===== src/rtl/ppu_pkg.sv =====
// Shared PPU types and framebuffer geometry for the background pixel writer.
package ppu_pkg;

    typedef enum logic [1:0] {
        H_BLANK = 2'd0,
        V_BLANK = 2'd1,
        SCAN    = 2'd2,
        DRAW    = 2'd3
    } PPU_STATES_t;

    localparam int unsigned FB_WIDTH          = 160;
    localparam int unsigned FB_HEIGHT         = 144;
    localparam int unsigned FB_BYTES_PER_LINE = 40;
    localparam int unsigned FB_BYTES          = 5760;
    localparam int unsigned FB_ADDR_W         = 13;
    localparam int unsigned FB_DATA_W         = 8;

    typedef struct packed {
        logic [FB_ADDR_W-1:0] addr;
        logic [FB_DATA_W-1:0] data;
    } fb_entry_t;

    // BGP lookup: colour for index n lives in bgp[2n+1:2n].
    function automatic logic [1:0] bgp_map(input logic [1:0] idx, input logic [7:0] bgp);
        logic [1:0] c;
        case (idx)
            2'd0:    c = bgp[1:0];
            2'd1:    c = bgp[3:2];
            2'd2:    c = bgp[5:4];
            default: c = bgp[7:6];
        endcase
        return c;
    endfunction

endpackage


===== src/rtl/fb_byte_fifo.sv =====
// Small synchronous FIFO of {addr, data} framebuffer writes; push while full
// is accepted only when a pop frees the slot in the same cycle.
module fb_byte_fifo
    import ppu_pkg::*;
#(
    parameter int unsigned DEPTH = 4
) (
    input  logic      clk,
    input  logic      rst,
    input  logic      push,
    input  fb_entry_t push_entry,
    input  logic      pop,
    output fb_entry_t head,
    output logic      full,
    output logic      empty
);

    localparam int unsigned PTR_W = (DEPTH > 1) ? $clog2(DEPTH) : 1;
    localparam int unsigned CNT_W = PTR_W + 1;

    fb_entry_t        mem_q [DEPTH];
    fb_entry_t        mem_d [DEPTH];
    logic [PTR_W-1:0] wr_ptr_q, wr_ptr_d;
    logic [PTR_W-1:0] rd_ptr_q, rd_ptr_d;
    logic [CNT_W-1:0] count_q, count_d;
    logic             full_q, full_d;
    logic             empty_q, empty_d;
    logic             do_push, do_pop;

    always_comb begin
        do_pop   = pop && !empty_q;
        do_push  = push && (!full_q || do_pop);
        mem_d    = mem_q;
        wr_ptr_d = wr_ptr_q;
        rd_ptr_d = rd_ptr_q;
        if (do_push) begin
            mem_d[wr_ptr_q] = push_entry;
            wr_ptr_d        = wr_ptr_q + PTR_W'(1);
        end
        if (do_pop) begin
            rd_ptr_d = rd_ptr_q + PTR_W'(1);
        end
        count_d = count_q + CNT_W'(do_push) - CNT_W'(do_pop);
        full_d  = (count_d == CNT_W'(DEPTH));
        empty_d = (count_d == '0);
    end

    always_ff @(posedge clk or posedge rst) begin
        if (rst) begin
            mem_q    <= '{default: '0};
            wr_ptr_q <= '0;
            rd_ptr_q <= '0;
            count_q  <= '0;
            full_q   <= 1'b0;
            empty_q  <= 1'b1;
        end else begin
            mem_q    <= mem_d;
            wr_ptr_q <= wr_ptr_d;
            rd_ptr_q <= rd_ptr_d;
            count_q  <= count_d;
            full_q   <= full_d;
            empty_q  <= empty_d;
        end
    end

    assign head  = mem_q[rd_ptr_q];
    assign full  = full_q;
    assign empty = empty_q;

endmodule


===== src/rtl/ppu_fb_writer.sv =====
// Packs the PPU background pixel stream four-per-byte into the 2 bpp framebuffer.
// Define FB_PALETTE_EN to map pixels through BGP; otherwise raw indices are stored.
module ppu_fb_writer
    import ppu_pkg::*;
#(
    parameter int unsigned FIFO_DEPTH = 4,
    parameter logic [12:0] FB_BASE    = 13'h0000
) (
    input  logic        clk,
    input  logic        rst,
    input  logic [1:0]  PX_OUT,
    input  logic        PX_valid,
    input  logic [1:0]  PPU_MODE,
    input  logic [7:0]  BGP,
    output logic [12:0] fb_addr,
    output logic [7:0]  fb_data,
    output logic        fb_wr,
    input  logic        fb_ready,
    output logic        frame_done,
    output logic        overflow
);

    logic [7:0]  x_q, x_d;
    logic [7:0]  y_q, y_d;
    logic [1:0]  phase_q, phase_d;
    logic [5:0]  pack_q, pack_d;
    PPU_STATES_t prev_mode_q, prev_mode_d;
    logic        frame_done_q, frame_done_d;
    logic        overflow_q, overflow_d;

    PPU_STATES_t mode;
    logic        accept, line_end, frame_end;
    logic [1:0]  colour;
    logic [12:0] line_addr;
    logic        push, pop;
    fb_entry_t   push_entry, head;
    logic        fifo_full, fifo_empty;

`ifdef FB_PALETTE_EN
    assign colour = bgp_map(PX_OUT, BGP);
`else
    logic unused_bgp;
    assign colour     = PX_OUT;
    assign unused_bgp = ^BGP;
`endif

    always_comb begin
        mode      = PPU_STATES_t'(PPU_MODE);
        accept    = PX_valid && (mode == DRAW) && (x_q < 8'(FB_WIDTH));
        line_end  = (prev_mode_q == DRAW) && (mode == H_BLANK);
        frame_end = (mode == V_BLANK) && (prev_mode_q != V_BLANK);
        line_addr = FB_BASE + 13'(y_q) * 13'(FB_BYTES_PER_LINE) + 13'(x_q >> 2);

        x_d          = x_q;
        y_d          = y_q;
        phase_d      = phase_q;
        pack_d       = pack_q;
        push         = 1'b0;
        push_entry   = '0;
        prev_mode_d  = mode;
        frame_done_d = frame_end;

        if (frame_end) begin
            // Partial group at frame end is discarded, not flushed.
            x_d     = '0;
            y_d     = '0;
            phase_d = '0;
            pack_d  = '0;
        end else if (line_end) begin
            if (phase_q != 2'd0) begin
                push            = 1'b1;
                push_entry.addr = line_addr;
                case (phase_q)
                    2'd1:    push_entry.data = {pack_q[1:0], 6'b0};
                    2'd2:    push_entry.data = {pack_q[3:0], 4'b0};
                    default: push_entry.data = {pack_q, 2'b0};
                endcase
            end
            x_d     = '0;
            phase_d = '0;
            pack_d  = '0;
            y_d     = (y_q == 8'(FB_HEIGHT - 1)) ? y_q : y_q + 8'd1;
        end else if (accept) begin
            pack_d  = {pack_q[3:0], colour};
            phase_d = phase_q + 2'd1;
            x_d     = x_q + 8'd1;
            if (phase_q == 2'd3) begin
                push            = 1'b1;
                push_entry.addr = line_addr;
                push_entry.data = {pack_q, colour};
            end
        end

        pop        = !fifo_empty && fb_ready;
        overflow_d = overflow_q || (push && fifo_full && !pop);
    end

    always_ff @(posedge clk or posedge rst) begin
        if (rst) begin
            x_q          <= '0;
            y_q          <= '0;
            phase_q      <= '0;
            pack_q       <= '0;
            prev_mode_q  <= V_BLANK;
            frame_done_q <= 1'b0;
            overflow_q   <= 1'b0;
        end else begin
            x_q          <= x_d;
            y_q          <= y_d;
            phase_q      <= phase_d;
            pack_q       <= pack_d;
            prev_mode_q  <= prev_mode_d;
            frame_done_q <= frame_done_d;
            overflow_q   <= overflow_d;
        end
    end

    fb_byte_fifo #(
        .DEPTH(FIFO_DEPTH)
    ) u_fifo (
        .clk       (clk),
        .rst       (rst),
        .push      (push),
        .push_entry(push_entry),
        .pop       (pop),
        .head      (head),
        .full      (fifo_full),
        .empty     (fifo_empty)
    );

    assign fb_wr      = !fifo_empty;
    assign fb_addr    = head.addr;
    assign fb_data    = head.data;
    assign frame_done = frame_done_q;
    assign overflow   = overflow_q;

endmodule

===== config.mk =====
export PLATFORM = sky130hd
export DESIGN_NAME = ppu_fb_writer
export DESIGN_NICKNAME = d
export VERILOG_FILES = /design/src/rtl/ppu_pkg.sv /design/src/rtl/fb_byte_fifo.sv /design/src/rtl/ppu_fb_writer.sv
export SDC_FILE = /design/constraint.sdc
export NUM_CORES = 1
export LEC_CHECK = 0
export CAP_MARGIN = 20
export CELL_PAD_IN_SITES_DETAIL_PLACEMENT = 1
export CELL_PAD_IN_SITES_GLOBAL_PLACEMENT = 1
export CORE_UTILIZATION = 36
export CTS_CLUSTER_DIAMETER = 40
export DETAILED_ROUTE_END_ITERATION = 16
export GPL_TIMING_DRIVEN = 0
export PLACE_DENSITY_LB_ADDON = 0.25
export SETUP_SLACK_MARGIN = 0.3
export SYNTH_ARGS = -nofsm -noshare
export SYNTH_HDL_FRONTEND = slang
export SYNTH_SLANG_ARGS = --single-unit

===== constraint.sdc =====
create_clock -name clk -period 5.25 [get_ports clk]
set_input_delay 1.05 -clock clk [delete_from_list [all_inputs] [get_ports clk]]
set_output_delay 1.05 -clock clk [all_outputs]
set_load 0.05 [all_outputs]

==> impl_metrics.yaml <==
run_status:
  status: "finished clean"
clocking:
  htreeDepth: 4
  cts_resized: 0
  cts_root_buf: "clkbuf_16"
  cts_buffers: 17
  holdBufCountCts: 0
  clockBufferDepth: 2
  postCtsSetupRepairBufs: 0
  cts.sinks: 121
  insertion_delay_ns: 0.42
  cts_tree: "built"
  clk_pin_slew_worst_paths_ns: 0.06
drt:
  drtIter0Drc: 132
  drc: 0
  routed_via_density: 5.06
  drt_wl_total_um: 14800
  drt_pass1_iterations: 5
  wl_per_cell_um: 19.1
  num_vias: 3903
  ant_nets: 0
worst_setup_path:
  required_ns: 4.20
  end_kind: "output port"
  rrSetupSlack_ns: 2.15
  rr_endpoint: "u_fifo.mem_q[20]"
  path_class: "reg2out"
  r2r_cells: 10
  critical_path.max_fanout: 10
  critPathLaunchType: "flop"
  cp_data_arrival_time_ns: 3.06
  r2r-start: "y_q[1]"
timing:
  slew_headroom: 0.482
  setup_viol: 0
  whs_ns: 0.485
  fin_crit_ns: 4.11
  tns_ns: 0
  fin_skew_ns: 0.00984
  tightest_slew_ns: 0.777
  rsz0062_at_grt: "no"
  drv_slew: 0
  fmax_mhz: 243
  hold_viol: 0
  period_share: 0.783
synthesis:
  synth-edff-count: 0
  yosysSeqAreaShare: 0.458
  yosys_most_used_dff: "dfrtp_1"
  synth_top_cell_area_share: 0.450
  synth_area_per_cell_um2: 13.8
  synth_seq_cells: 121
  async_reset_ff_frac: 1.00
  postSynthNetCount: 525
  synth_area_um2: 6620
  synth_warnings: 0
  syn_inst: 479
  yosys-top-cells-area: "dfrtp_1 (45%), mux2_4 (18%), mux4_2 (7.1%)"
  synth_top_cell_by_area: "dfrtp_1"
  synth_cell_types: 60
place:
  hpwl_um: 10000
  io_buffers: 31
  place_inst: 740
  gp_congestion: 0.761
floorplanning:
  core_area_um2: 18000
  start_util: 0.369
  die_w_um: 138
  design.die.area_um2: 18900
  die_y_um: 138
  io_pins: 40
  core.rowCount: 49
pwr:
  combPwrFrac: 0.240
  p_int_uw: 1950
  p_leak_uw: 0.00348
  p_switching_uw: 933
  power.density_nw_per_um2: 370
  swShare: 0.324
  ir_drop_v: 0.000241
  seqPwrFrac: 0.385
  p_clk_frac: 0.375
  power_uw: 2880
final_layout:
  drive_above_1_share: 0.317
  multi_input_area_um2: 3290
  area_delta_synth_final_pct: 17.7
  fill_cells: 1839
  regArea_um2: 3030
  layout.cells.non_filler: 772
  diodes: 0
  nets: 576
worst_hold_path:
  worstHoldPathType: "reg2reg"
  hold_start: "overflow"
  worstHoldPathCells: 1
  holdPathEnd: "overflow"
global_routing:
  track_usage: 0.176
  grt_max_degree: 104
  grt_pass1_wl_um: 24500
  grt_antenna_before_repair: 0
  grt_pass1_vias: 4470
  grt-ovfl-total: 0
flow_run:
  maxCapViolCount: 0
## cell usage in the layout, fill, tap and decap left out, drive strengths merged, types with 3 or more instances in the layout
cell type and n:
dfrtp 119, mux2 84, nand2 31, clkdlybuf4s50 31, nor2 28, ha 27
inv 27, clkbuf 23, mux4 21, xnor2 19, a21oi 17, buf 15
o21ai 8, nand3 8, xor2 7, and2 7, nor3 5, clkinvlp 5
clkinv 5, and3 4, nor2b 4, a21o 3, nand4 3, fa 3
nor3b 3
## stage by stage
step / worst slack (ns) / utilization / cell area (um^2)
floorplan: 0.989 / - / 6620
global placement: -0.694 / 0.402 / 7220
detailed placement: 1.39 / 0.404 / 7250
CTS: 1.04 / 0.434 / 7790
global route: 1.00 / 0.434 / 7790
finish: 1.14 / 0.434 / 7790
## state kept, by name, indices dropped and copies added (netlist names), 2 cells and up
signal / cells
u_fifo.wr_ptr_q: 2
u_fifo.rd_ptr_q: 2
phase_q: 2
u_fifo.count_q: 3
x_q: 8
prev_mode_q: 2
y_q: 8
pack_q: 6
u_fifo.mem_q: 84
## cell families after synthesis
logic type,after synthesis,share of synthesized area
DFF,121,0.458
and+or+nand+nor,107,0.0881
muxes,105,0.260
AOI/OAI and AO/OA,48,0.0542
buffers and inverters,42,0.0457
adders and majority gates,30,0.0601
xor gates and xnor gates,26,0.0344
## final cells by class
cell class,instances,area share
clock inverter,15,0.0151
inverter,22,0.0112
buffer,20,0.0283
clock buffer,17,0.0546
timing repair buffer,32,0.0434
multi-input combinational,316,0.422
tap,229,0.0368
sequential,121,0.389
## worst max-delay path by stage
| stage | start | endpoint | slack (ns) | depth (start not counted) |
|---|---|---|---|---|
| 6_report | u_fifo.rd_ptr_q[1] | fb_addr[3] | 1.14 | 4 |
| 3_5_place_dp | PPU_MODE[0] | u_fifo.full | 1.39 | 11 |
| 3_3_place_gp | rst | u_fifo.mem_q[37] | -0.69 | 2 |
| 5_1_grt | u_fifo.rd_ptr_q[1] | fb_addr[3] | 1.00 | 4 |
| 2_1_floorplan | rst | frame_done | 0.99 | 1 |
| 4_1_cts | u_fifo.rd_ptr_q[1] | fb_addr[3] | 1.04 | 4 |
## routing by layer
metal | routed length [um] | GRT usage
met4 | 152 | 0.0513
met5 | 0 | 0
met3 | 327 | 0.0453
met1 | 6990 | 0.229
met2 | 7290 | 0.285
## synth_stat cells, types with 8 or more instances
| library cell | n |
|---|---|
| buf_12 | 8 |
| nand3_1 | 8 |
| o21ai_0 | 8 |
| xnor2_1 | 19 |
| nand2_1 | 31 |
| dfrtp_1 | 119 |
| a21oi_1 | 15 |
| mux2_4 | 80 |
| nor2_1 | 28 |
| ha_1 | 27 |
| mux4_2 | 21 |
| inv_1 | 22 |
## power by group through the flow
| stage | logic, uW | clock network (uW) | registers, uW |
|---|---|---|---|
| after global routing | 762 | 1150 | 1120 |
| final | 691 | 1080 | 1110 |
| after global placement | 687 | 0 | 1120 |
| after detailed placement | 705 | 0 | 1130 |
| after CTS | 712 | 1110 | 1110 |
| after floorplan | 517 | 0 | 1110 |
## critical path, cell delays in order, from the launching register on
cell and delay [ns]:
dfrtp_1 0.46, buf_2 0.35, buf_1 0.63, mux4_2 0.37, clkdlybuf4s50_1 0.81
(Power assumes the default switching activity.)
